===== src/rtl/mem_arbiter_if.sv =====
// CPU-side ports and memory-bus signals of the instruction/data bus arbiter.
// The master view belongs to the arbiter, the slave view to the CPU/bus side.
interface mem_arbiter_if;
    logic [31:0] i_addr_i;
    logic        o_valid_i;
    logic [31:0] o_data_i;
    logic [31:0] i_addr_d;
    logic        i_rd_d;
    logic [3:0]  i_we_d;
    logic [31:0] i_data_d;
    logic        o_valid_d;
    logic [31:0] o_data_d;
    logic [31:0] o_mem_addr;
    logic        o_mem_req;
    logic        o_mem_rd;
    logic [3:0]  o_mem_we;
    logic [31:0] o_mem_wdata;
    logic [31:0] i_mem_rdata;
    logic        i_mem_ack;
    logic        o_bus_err;

    modport master (
        input  i_addr_i, i_addr_d, i_rd_d, i_we_d, i_data_d,
        input  i_mem_rdata, i_mem_ack,
        output o_valid_i, o_data_i, o_valid_d, o_data_d,
        output o_mem_addr, o_mem_req, o_mem_rd, o_mem_we,
        output o_mem_wdata, o_bus_err
    );

    modport slave (
        output i_addr_i, i_addr_d, i_rd_d, i_we_d, i_data_d,
        output i_mem_rdata, i_mem_ack,
        input  o_valid_i, o_data_i, o_valid_d, o_data_d,
        input  o_mem_addr, o_mem_req, o_mem_rd, o_mem_we,
        input  o_mem_wdata, o_bus_err
    );
endinterface


===== src/rtl/mem_arbiter.sv =====
// Shares one single-port memory bus between instruction fetch and data access.
// One-entry address-tagged instruction buffer; IDLE/IFETCH/DACC sequencer.
module mem_arbiter #(
    parameter bit          DATA_PRIO = 1'b1,
    parameter int unsigned TIMEOUT   = 0,
    parameter int unsigned TO_W      = 8
) (
    input  logic         i_clk,
    input  logic         i_rst_n,
    mem_arbiter_if.master bus
);

    typedef enum logic [1:0] {IDLE, IFETCH, DACC} state_t;

    localparam logic [TO_W-1:0] TO_LAST =
        TO_W'(TIMEOUT == 0 ? 0 : TIMEOUT - 1);

    state_t          state;
    logic            ibuf_valid;
    logic [31:0]     ibuf_tag;
    logic            d_done;
    logic [TO_W-1:0] cnt;

    logic        ihit;
    logic        dreq;
    logic        advance;
    logic        ipend;
    logic        dpend;
    logic        pick_d;
    logic        ack;
    logic        tmo;
    logic        fin;
    logic [31:0] rdata;

    assign ihit    = ibuf_valid && (ibuf_tag == bus.i_addr_i);
    assign dreq    = bus.i_rd_d || (|bus.i_we_d);
    assign advance = bus.o_valid_i && bus.o_valid_d;
    assign ipend   = !ihit;
    assign dpend   = dreq && !d_done;
    assign pick_d  = dpend && (DATA_PRIO || !ipend);

    assign bus.o_valid_i = ihit;
    assign bus.o_valid_d = !dreq || d_done;

    // An ack in the last allowed cycle still wins over the timeout.
    assign ack   = bus.o_mem_req && bus.i_mem_ack;
    assign tmo   = (TIMEOUT != 0) && bus.o_mem_req && !bus.i_mem_ack
                   && (cnt == TO_LAST);
    assign fin   = ack || tmo;
    assign rdata = ack ? bus.i_mem_rdata : 32'h0;

    always_ff @(posedge i_clk or negedge i_rst_n) begin
        if (!i_rst_n) begin
            state           <= IDLE;
            bus.o_mem_req   <= 1'b0;
            bus.o_mem_rd    <= 1'b0;
            bus.o_mem_we    <= 4'b0;
            bus.o_mem_addr  <= 32'h0;
            bus.o_mem_wdata <= 32'h0;
            ibuf_valid      <= 1'b0;
            ibuf_tag        <= 32'h0;
            bus.o_data_i    <= 32'h0;
            d_done          <= 1'b0;
            bus.o_data_d    <= 32'h0;
            bus.o_bus_err   <= 1'b0;
            cnt             <= '0;
        end else begin
            if (advance)
                d_done <= 1'b0;
            case (state)
                IDLE: begin
                    cnt <= '0;
                    if (pick_d) begin
                        state           <= DACC;
                        bus.o_mem_req   <= 1'b1;
                        bus.o_mem_addr  <= {bus.i_addr_d[31:2], 2'b00};
                        bus.o_mem_rd    <= bus.i_rd_d;
                        bus.o_mem_we    <= bus.i_we_d;
                        bus.o_mem_wdata <= bus.i_data_d;
                    end else if (ipend) begin
                        state          <= IFETCH;
                        bus.o_mem_req  <= 1'b1;
                        bus.o_mem_addr <= {bus.i_addr_i[31:2], 2'b00};
                        bus.o_mem_rd   <= 1'b1;
                        bus.o_mem_we   <= 4'b0;
                    end
                end
                IFETCH: begin
                    if (fin) begin
                        state         <= IDLE;
                        bus.o_mem_req <= 1'b0;
                        bus.o_mem_rd  <= 1'b0;
                        bus.o_data_i  <= rdata;
                        ibuf_tag      <= bus.o_mem_addr;
                        ibuf_valid    <= 1'b1;
                        if (tmo)
                            bus.o_bus_err <= 1'b1;
                    end else begin
                        cnt <= cnt + 1'b1;
                    end
                end
                DACC: begin
                    if (fin) begin
                        state         <= IDLE;
                        bus.o_mem_req <= 1'b0;
                        bus.o_mem_rd  <= 1'b0;
                        bus.o_mem_we  <= 4'b0;
                        d_done        <= 1'b1;
                        if (bus.o_mem_rd || tmo)
                            bus.o_data_d <= rdata;
                        // A store over the buffered word makes it stale.
                        if ((|bus.o_mem_we)
                            && bus.o_mem_addr[31:2] == ibuf_tag[31:2])
                            ibuf_valid <= 1'b0;
                        if (tmo)
                            bus.o_bus_err <= 1'b1;
                    end else begin
                        cnt <= cnt + 1'b1;
                    end
                end
                default: state <= IDLE;
            endcase
        end
    end

endmodule

===== src/flat_wrapper.sv =====
// flat-port wrapper written by rule: the top's interface ports become plain ports
module mem_arbiter_flat 
#(
    parameter bit          DATA_PRIO = 1'b1,
    parameter int unsigned TIMEOUT   = 0,
    parameter int unsigned TO_W      = 8
)
  (i_clk, i_rst_n, bus_i_addr_i, bus_i_addr_d, bus_i_rd_d, bus_i_we_d, bus_i_data_d, bus_i_mem_rdata, bus_i_mem_ack, bus_o_valid_i, bus_o_data_i, bus_o_valid_d, bus_o_data_d, bus_o_mem_addr, bus_o_mem_req, bus_o_mem_rd, bus_o_mem_we, bus_o_mem_wdata, bus_o_bus_err);
  mem_arbiter_if bus_i ();
  input  logic i_clk;
  input  logic i_rst_n;
  input wire logic [$bits(bus_i.i_addr_i)-1:0] bus_i_addr_i;
  input wire logic [$bits(bus_i.i_addr_d)-1:0] bus_i_addr_d;
  input wire logic [$bits(bus_i.i_rd_d)-1:0] bus_i_rd_d;
  input wire logic [$bits(bus_i.i_we_d)-1:0] bus_i_we_d;
  input wire logic [$bits(bus_i.i_data_d)-1:0] bus_i_data_d;
  input wire logic [$bits(bus_i.i_mem_rdata)-1:0] bus_i_mem_rdata;
  input wire logic [$bits(bus_i.i_mem_ack)-1:0] bus_i_mem_ack;
  output wire logic [$bits(bus_i.o_valid_i)-1:0] bus_o_valid_i;
  output wire logic [$bits(bus_i.o_data_i)-1:0] bus_o_data_i;
  output wire logic [$bits(bus_i.o_valid_d)-1:0] bus_o_valid_d;
  output wire logic [$bits(bus_i.o_data_d)-1:0] bus_o_data_d;
  output wire logic [$bits(bus_i.o_mem_addr)-1:0] bus_o_mem_addr;
  output wire logic [$bits(bus_i.o_mem_req)-1:0] bus_o_mem_req;
  output wire logic [$bits(bus_i.o_mem_rd)-1:0] bus_o_mem_rd;
  output wire logic [$bits(bus_i.o_mem_we)-1:0] bus_o_mem_we;
  output wire logic [$bits(bus_i.o_mem_wdata)-1:0] bus_o_mem_wdata;
  output wire logic [$bits(bus_i.o_bus_err)-1:0] bus_o_bus_err;
  assign bus_i.i_addr_i = bus_i_addr_i;
  assign bus_i.i_addr_d = bus_i_addr_d;
  assign bus_i.i_rd_d = bus_i_rd_d;
  assign bus_i.i_we_d = bus_i_we_d;
  assign bus_i.i_data_d = bus_i_data_d;
  assign bus_i.i_mem_rdata = bus_i_mem_rdata;
  assign bus_i.i_mem_ack = bus_i_mem_ack;
  assign bus_o_valid_i = bus_i.o_valid_i;
  assign bus_o_data_i = bus_i.o_data_i;
  assign bus_o_valid_d = bus_i.o_valid_d;
  assign bus_o_data_d = bus_i.o_data_d;
  assign bus_o_mem_addr = bus_i.o_mem_addr;
  assign bus_o_mem_req = bus_i.o_mem_req;
  assign bus_o_mem_rd = bus_i.o_mem_rd;
  assign bus_o_mem_we = bus_i.o_mem_we;
  assign bus_o_mem_wdata = bus_i.o_mem_wdata;
  assign bus_o_bus_err = bus_i.o_bus_err;
  mem_arbiter #(.DATA_PRIO(DATA_PRIO), .TIMEOUT(TIMEOUT), .TO_W(TO_W)) u_core (.i_clk(i_clk), .i_rst_n(i_rst_n), .bus(bus_i));
endmodule

===== config.mk =====
export PLATFORM = sky130hd
export DESIGN_NAME = mem_arbiter_flat
export DESIGN_NICKNAME = d
export VERILOG_FILES = /design/src/rtl/mem_arbiter_if.sv /design/src/rtl/mem_arbiter.sv /design/src/flat_wrapper.sv
export SDC_FILE = /design/constraint.sdc
export NUM_CORES = 1
export LEC_CHECK = 0
export ABC_CLOCK_PERIOD_IN_PS = 2400
export CORE_ASPECT_RATIO = 1.75
export CORE_MARGIN = 5
export CORE_UTILIZATION = 25
export CTS_CLUSTER_DIAMETER = 50
export DETAILED_ROUTE_END_ITERATION = 8
export GPL_TIMING_DRIVEN = 0
export PLACE_DENSITY_LB_ADDON = 0.2
export SYNTH_ARGS = -nofsm -noshare
export SYNTH_HDL_FRONTEND = slang
export SYNTH_SLANG_ARGS = --single-unit

===== constraint.sdc =====
create_clock -name i_clk -period 2.4 [get_ports i_clk]
set_input_delay 0.24 -clock i_clk [delete_from_list [all_inputs] [get_ports i_clk]]
set_output_delay 0.24 -clock i_clk [all_outputs]
set_load 0.02 [all_outputs]

==> results of run 1 <==
synthesized netlist by cell type (all sizes together), types with 3 or more instances:
cell	n
ha	4
a22o	3
o211ai	30
xnor2	36
clkbuf	44
a2bb2oi	30
xor2	24
nor2	5
o31ai	32
nor3	3
nor4	8
mux2	127
o21ai	3
inv	5
nand4	12
nand2	64
buf	8
and3	30
dfrtp	166
where the power goes:
group	total [mW]	leakage, nW	internal [mW]	switching [mW]
clock network	2.89	0.293	1.76	1.13
registers	5.22	2.03	4.12	1.10
logic	8.38	2.59	4.20	4.18
total	16.5	4.92	10.1	6.41
sequential cells by signal (all words and copies together), names as in the netlist, 2 cells and up:
| register | count |
|---|---|
| u_core.bus.o_data_d | 32 |
| u_core.bus.o_data_i | 32 |
| u_core.bus.o_mem_addr | 30 |
| u_core.bus.o_mem_wdata | 32 |
| u_core.bus.o_mem_we | 4 |
| u_core.ibuf_tag | 30 |
| u_core.state | 2 |
layer usage:
layer  up-vias  global-route usage (%)
met5         -                       0
met3        56                   3.589
met2       220                   28.56
met4         0                   8.979
li1       2952                       -
met1      3111                   15.97
through the flow:
| step | TNS [ns] | hold WS [ns] | worst slack [ns] | util (%) |
|---|---|---|---|---|
| 6_report | -0.1824 | 0.4109 | -0.1323 | 37.71 |
| 5_1_grt | -0.3291 | 0.3987 | -0.1839 | 37.70 |
| 4_1_cts | -0.4352 | 0.3734 | -0.3404 | 37.69 |
| 3_5_place_dp | -31.05 | 0.3754 | -1.095 | 35.51 |
| 3_3_place_gp | -1120.35 | 0.4708 | -6.597 | 35.40 |
| 2_1_floorplan | 0 | -0.05559 | 0.3559 | - |
kinds of logic (layout without fill, tap and decap cells):
| kind of cell | count (synthesis) | after routing | share of synthesized area, % |
|---|---|---|---|
| and+or+nand+nor | 131 | 131 | 8.836 |
| AOI/OAI and AO/OA | 108 | 108 | 10.81 |
| xor gates and xnor gates | 60 | 60 | 6.580 |
| DFF | 166 | 166 | 52.01 |
| adders and majority gates | 4 | 4 | 0.6267 |
| muxes | 127 | 127 | 17.91 |
| other | 1 | 4 | 0.04695 |
| buffers and inverters | 58 | 358 | 3.180 |
path summary, 6_finish.rpt:
kind / from / to / slack [ns]
max reg2reg: u_core.ibuf_tag[8]$_DFFE_PN0P_ / u_core.bus.o_mem_rd$_DFFE_PN0P_ / -0.05
min reg2reg: u_core.ibuf_valid$_DFFE_PN0P_ / u_core.ibuf_valid$_DFFE_PN0P_ / 0.49
max in group asynchronous: i_rst_n / u_core.bus.o_data_d[22]$_DFFE_PN0P_ / 1.10
max: u_core.ibuf_tag[8]$_DFFE_PN0P_ / bus_o_valid_i / -0.13
min in group asynchronous: i_rst_n / u_core.bus.o_mem_addr[13]$_DFFE_PN0P_ / 0.45
min: bus_i_data_d[14] / u_core.bus.o_mem_wdata[14]$_DFFE_PN0P_ / 0.41
worst max-delay path, cell delays in order (launching register included):
cell and delay [ns]:
dfrtp_1 0.40, xnor2_2 0.28, nand4_1 0.24, or2_1 0.30, or3_4 0.44, inv_2 0.07
buf_6 0.11
area by class of cell:
type,instances,area [sq um],area share [%]
sequential,166,4154,34.94
clock buffer,26,509.2,4.283
inverter,6,22.52,0.1894
clock inverter,3,90.09,0.7577
multi-input combinational,433,3622,30.47
timing repair buffer,278,2784,23.42
tap,396,495.5,4.168
buffer,45,209.0,1.758
antenna,1,2.502,0.02105
timing repair:
item	CTS	global route
pin swaps	10	6
hold endpoints to repair	102	0
hold buffers	1	0
gates resized for setup	20	12
setup endpoints to repair	66	47
buffers inserted	7	2
==> summary.md, run 1 <==
| Metric | Value |
|---|---|
| Fin nets | 1087 |
| Largest net degree at the start of global routing | around 100 |
| DRT met1 WL | roughly 10 mm |
| Core ar. | 31530 sq um |
| DP HPWL | around 22 mm |
| Hold Crit Class | in -> reg |
| First-pass GRT wire length | about 42 mm |
| Power Density | roughly 1400 nW/um^2 |
| GP Congestion | about 0.81 |
| Clk slew on worst S/H paths | 0.07 ns |
| Post-Layout Inst Area | between 10000 and 15000 sq um |
| Worst setup margin | -0.1323 ns |
| Die height | 246.4 um |
| Register bit total from synthesis | ~170 |
| Clock Tree Buf Depth | 2 |
| Final non-filler cell total | between 1000 and 1500 |
| Pleak | 4.916 nW |
| IO buf count | ~270 |
| Post-layout minimum cycle time | approximately 2.5 ns |
| Die width | ~150 um |
| Via total after detailed routing | around 6300 |
| Top achievable clock speed | between 300 and 400 MHz |
| ANT nets after route | 0 |
| Clock network latency to the later pin of the worst-skew pair | 0.44 ns |
| Top-area cell type share of the netlist area | a little over half |
| Register area share after synthesis | a little over half |
| Placed insts | between 1000 and 1500 |
| Worst Setup Start Kind | register |
| Cell Area, Placed | about 11000 sq um |
| RSZ-0062 raised after global routing | true |
| Highest-count cells in the layout ignoring fill and taps | clkdlybuf4s50_1 (265), dfrtp_1 (166), mux2_2 (127), nand2_1 (64), clkbuf_1 (35) |
| Post-synth cell types | 42 |
| Slew Limit Fails | 0 |
| First-pass DRT Iterations | 4 |
| Failing checks | setup timing |
| Status | complete, but fails checks |
| GRT overflow | 0 |
| Drc violations | 0 |
| Maxcap violations | 0 |
| H-tree depth | 4 |
| Critical path type | reg -> out |
| Starting Density | about a quarter |
| Number of synthesis warnings | 0 |
| Root Buffer | clkbuf_16 |
| Crit path DAT | 2.29 ns |
| Largest area contributor in the netlist | dfrtp_1 |
| Register-to-Register Path Depth | 5 |
| Via density | around 4.7 |
| Number of global-route vias before repair | ~6900 |
| Number of fill cells in the layout | 3115 |
| Critical path fanouts, max | 3 |
| Area growth syn-to-layout | 48.86% |
| Die area | 35760 sq um |
| Relative slew margins | 43.86% |
| Critical Path End Type | primary output |
| CTS tree | built |
| Routed length on met2 | approximately 15 mm |
| Hold-critical path depth | 2 |
| I/O pins | 273 |
| Syn Area/Cell | roughly 12 sq um |
| FP Rows | 86 |
| Synth area leaders | dfrtp_1 (52%), mux2_2 (18%), xnor2_1 (3.9%) |
| Fraction of registers with async set/reset | between 90% and 100% |
| Final wirelength | ~28 mm |
| DR WL/cell | about 21 um |
| Number of clock sinks | approximately 170 |
| Fin crit share | 105.5% |
| Power Total | between 15 and 20 mW |
| Num CTS Buffers | 17 |
| CP required | between 2 and 2.5 ns |
| Mapped Cells | 655 |
| EDFF count, synth | 0 |
| Highest routed layer | met4 |
| Most common cell after layout, fill and taps aside | clkdlybuf4s50_1 |
| Total GRT Usage | about 16% |
| Final hold violation count | 0 |
| Worst vdd ir | roughly 0.54 mV |
| Final setup fails | 2 |
| Most used DFF post-synth | dfrtp_1 |
| Initial antenna violation count | 0 |
| Slew @ Worst Pin | 0.8421 ns |
| Synth Cell Area | roughly 8000 sq um |
| Worst Skew | 0.01139 ns |
| Met3 routed WL | 1.508 mm |
| Share of cells above drive strength 1 | between 20% and 30% |
| Iter 0 DRT Violations | approximately 210 |
Note: power is estimated with default switching activity, not from simulation.
==> inputs of run 2 (changes only) <==
--- a/config.mk
+++ b/config.mk
@@ -5,7 +5,7 @@
 export SDC_FILE = /design/constraint.sdc
 export NUM_CORES = 1
 export LEC_CHECK = 0
-export ABC_CLOCK_PERIOD_IN_PS = 2400
+export ABC_CLOCK_PERIOD_IN_PS = 3200
 export CORE_ASPECT_RATIO = 1.75
 export CORE_MARGIN = 5
 export CORE_UTILIZATION = 25
@@ -13,6 +13,7 @@
 export DETAILED_ROUTE_END_ITERATION = 8
 export GPL_TIMING_DRIVEN = 0
 export PLACE_DENSITY_LB_ADDON = 0.2
+export SETUP_SLACK_MARGIN = 0.2
 export SYNTH_ARGS = -nofsm -noshare
 export SYNTH_HDL_FRONTEND = slang
 export SYNTH_SLANG_ARGS = --single-unit
==> constraint.sdc (replaced) <==
create_clock -name i_clk -period 3.2 [get_ports i_clk]
set_input_delay 0.32 -clock i_clk [delete_from_list [all_inputs] [get_ports i_clk]]
set_output_delay 0.32 -clock i_clk [all_outputs]
set_load 0.02 [all_outputs]
==> summary.md, run 2 (synthesis results as in run 1) <==
| Metric | Value |
|---|---|
| Root Buffer | clkbuf_16 |
| CTS tree | built |
| Worst vdd ir | roughly 0.40 mV |
| Pleak | just under 5 nW |
| First-pass DRT Iterations | 4 |
| Die height | 246.4 um |
| Maxcap violations | 0 |
| Top flop regs | u_core.bus.o_data_d x32, u_core.bus.o_data_i x32, u_core.bus.o_mem_wdata x32 |
| IO buf count | about 270 |
| Status | complete, no violations |
| Die width | roughly 150 um |
| First-pass GRT wire length | between 40 and 50 mm |
| Core ar. | about 32000 sq um |
| Final non-filler cell total | ~1400 |
| Number of fill cells in the layout | about 3100 |
| Critical path type | reg -> out |
| Final wirelength | around 28 mm |
| Power Density | 1041 nW/um^2 |
| Worst Skew | around 0.011 ns |
| Post-layout minimum cycle time | about 3 ns |
| Final hold violation count | 0 |
| Hold Crit Class | in -> reg |
| Die area | ~36000 sq um |
| Starting Density | 25.33% |
| Clk slew on worst S/H paths | 0.07 ns |
| Clock network latency to the later pin of the worst-skew pair | 0.43 ns |
| Slew Limit Fails | 0 |
| H-tree depth | 4 |
| Total GRT Usage | between 10% and 20% |
| Crit path DAT | around 2.6 ns |
| Initial antenna violation count | 0 |
| Via density | 4.690 |
| RSZ-0062 raised after global routing | false |
| Final setup fails | 0 |
| Placed insts | between 1000 and 1500 |
| Area taken by multi-input logic gates | between 3000 and 4000 sq um |
| GRT overflow | 0 |
| Highest-count cells in the layout ignoring fill and taps | clkdlybuf4s50_1 (264), dfrtp_1 (166), mux2_2 (127), nand2_1 (64), clkbuf_1 (45) |
| Num CTS Buffers | 17 |
| Most common cell after layout, fill and taps aside | clkdlybuf4s50_1 |
| Slew @ Worst Pin | roughly 0.85 ns |
| Area growth syn-to-layout | 48.35% |
| CP required | roughly 2.9 ns |
| Fin nets | between 1000 and 1500 |
| DP HPWL | ~22 mm |
| I/O pins | about 270 |
| FP Rows | 86 |
| Number of global-route vias before repair | approximately 6900 |
| Clock Tree Buf Depth | 2 |
| Relative slew margins | 43.47% |
| Number of clock sinks | between 150 and 200 |
| Worst Setup Start Kind | register |
| ANT nets after route | 0 |
| Largest net degree at the start of global routing | 104 |
| Top achievable clock speed | 341.6 MHz |
| Final design utilization | a little under two fifths |
| GP Congestion | between 0.8 and 0.9 |
| Iter 0 DRT Violations | 203 |
| Drc violations | 0 |
| DR WL/cell | around 21 um |
| Flip-flop and latch area | 4154 sq um |
| Critical path fanouts, max | 10 |
| Fin crit share | just over 90% |
| Via total after detailed routing | around 6300 |
| Critical Path End Type | primary output |
| Share of cells above drive strength 1 | a little under a fifth |
run 2: changes by cell type in the layout (fill, tap and decap cells not counted), sizes merged:
cell,previous run,this run
buf,19,13
dlymetal6s2s,0,1
clkbuf,64,69
clkdlybuf4s50,265,264
run 2: power breakdown:
part           switching, mW  internal, mW  leakage [nW]
Clock                  0.840          1.32         0.293
Sequential             0.827          3.09          2.03
Combinational           3.12          3.13          2.57
Total                   4.79          7.54          4.89
run 2: area by class of cell:
cell class,count,area share [%]
Sequential cell,166,35.06
Multi-Input combinational cell,433,30.44
Timing Repair Buffer,270,23.01
Clock buffer,26,4.298
Tap cell,396,4.182
Buffer,52,2.038
Clock inverter,3,0.7604
Inverter,6,0.1901
Antenna cell,1,0.02112
run 2: worst paths after layout:
path	cells past startpoint	end	slack, ns	startpoint
setup / recovery	9	bus_o_valid_i	0.27	u_core.ibuf_tag[8]$_DFFE_PN0P_
hold / removal	4	u_core.bus.o_mem_addr[8]$_DFFE_PN0P_	0.47	bus_i_addr_i[8]
setup reg to reg	8	u_core.bus.o_mem_wdata[20]$_DFFE_PN0P_	0.58	u_core.state[0]$_DFFE_PN0P_
hold reg to reg	1	u_core.ibuf_valid$_DFFE_PN0P_	0.49	u_core.ibuf_valid$_DFFE_PN0P_
max in group asynchronous	3	u_core.bus.o_data_d[22]$_DFFE_PN0P_	1.81	i_rst_n
min in group asynchronous	2	u_core.bus.o_mem_addr[13]$_DFFE_PN0P_	0.54	i_rst_n
run 2: metal layers:
metal  vias to the layer above  global-route usage (%)  routed length [um]
li1                       2950                       -                   -
met1                      3109                   15.79               10140
met2                       229                   28.19               14880
met3                        57                   3.625                1476
met4                         0                   9.171                1359
met5                         -                       0                   0
run 2: critical path, stage by stage, from the launching register on:
cell and delay [ns]:
dfrtp_1 0.40, xnor2_2 0.29, nand4_1 0.24, or2_1 0.28, buf_2 0.14, or3_4 0.38, buf_6 0.14, buf_6 0.14
inv_2 0.05, buf_6 0.10
run 2: timing repair:
item	CTS	global route
buffers inserted	1	0
pin swaps	3	3
setup endpoints to repair	2	1
hold buffers	1	0
resized for setup	13	4
hold endpoints to repair	79	0
run 2: stage by stage:
stage	setup slack, ns	TNS [ns]	instance area (sq um)	total power, mW	hold WS [ns]
floorplan	1.076	0	7994	7.371	0.02441
CTS	0.1815	0	11840	12.57	0.4534
global placement	-5.877	-971.92	11160	10.20	0.4708
finish	0.2725	0	11850	12.33	0.4738
global route	0.2010	0	11850	13.09	0.4788
detailed placement	-0.4550	-0.4691	11190	10.29	0.4554
==> inputs of run 3 (changes only) <==
--- a/config.mk
+++ b/config.mk
@@ -12,6 +12,7 @@
 export CTS_CLUSTER_DIAMETER = 50
 export DETAILED_ROUTE_END_ITERATION = 8
 export GPL_TIMING_DRIVEN = 0
+export HOLD_SLACK_MARGIN = 0.02
 export PLACE_DENSITY_LB_ADDON = 0.2
 export SETUP_SLACK_MARGIN = 0.2
 export SYNTH_ARGS = -nofsm -noshare
==> results of run 3 <==
No change in the layout: final DEF, timing and power equal those of run 2.
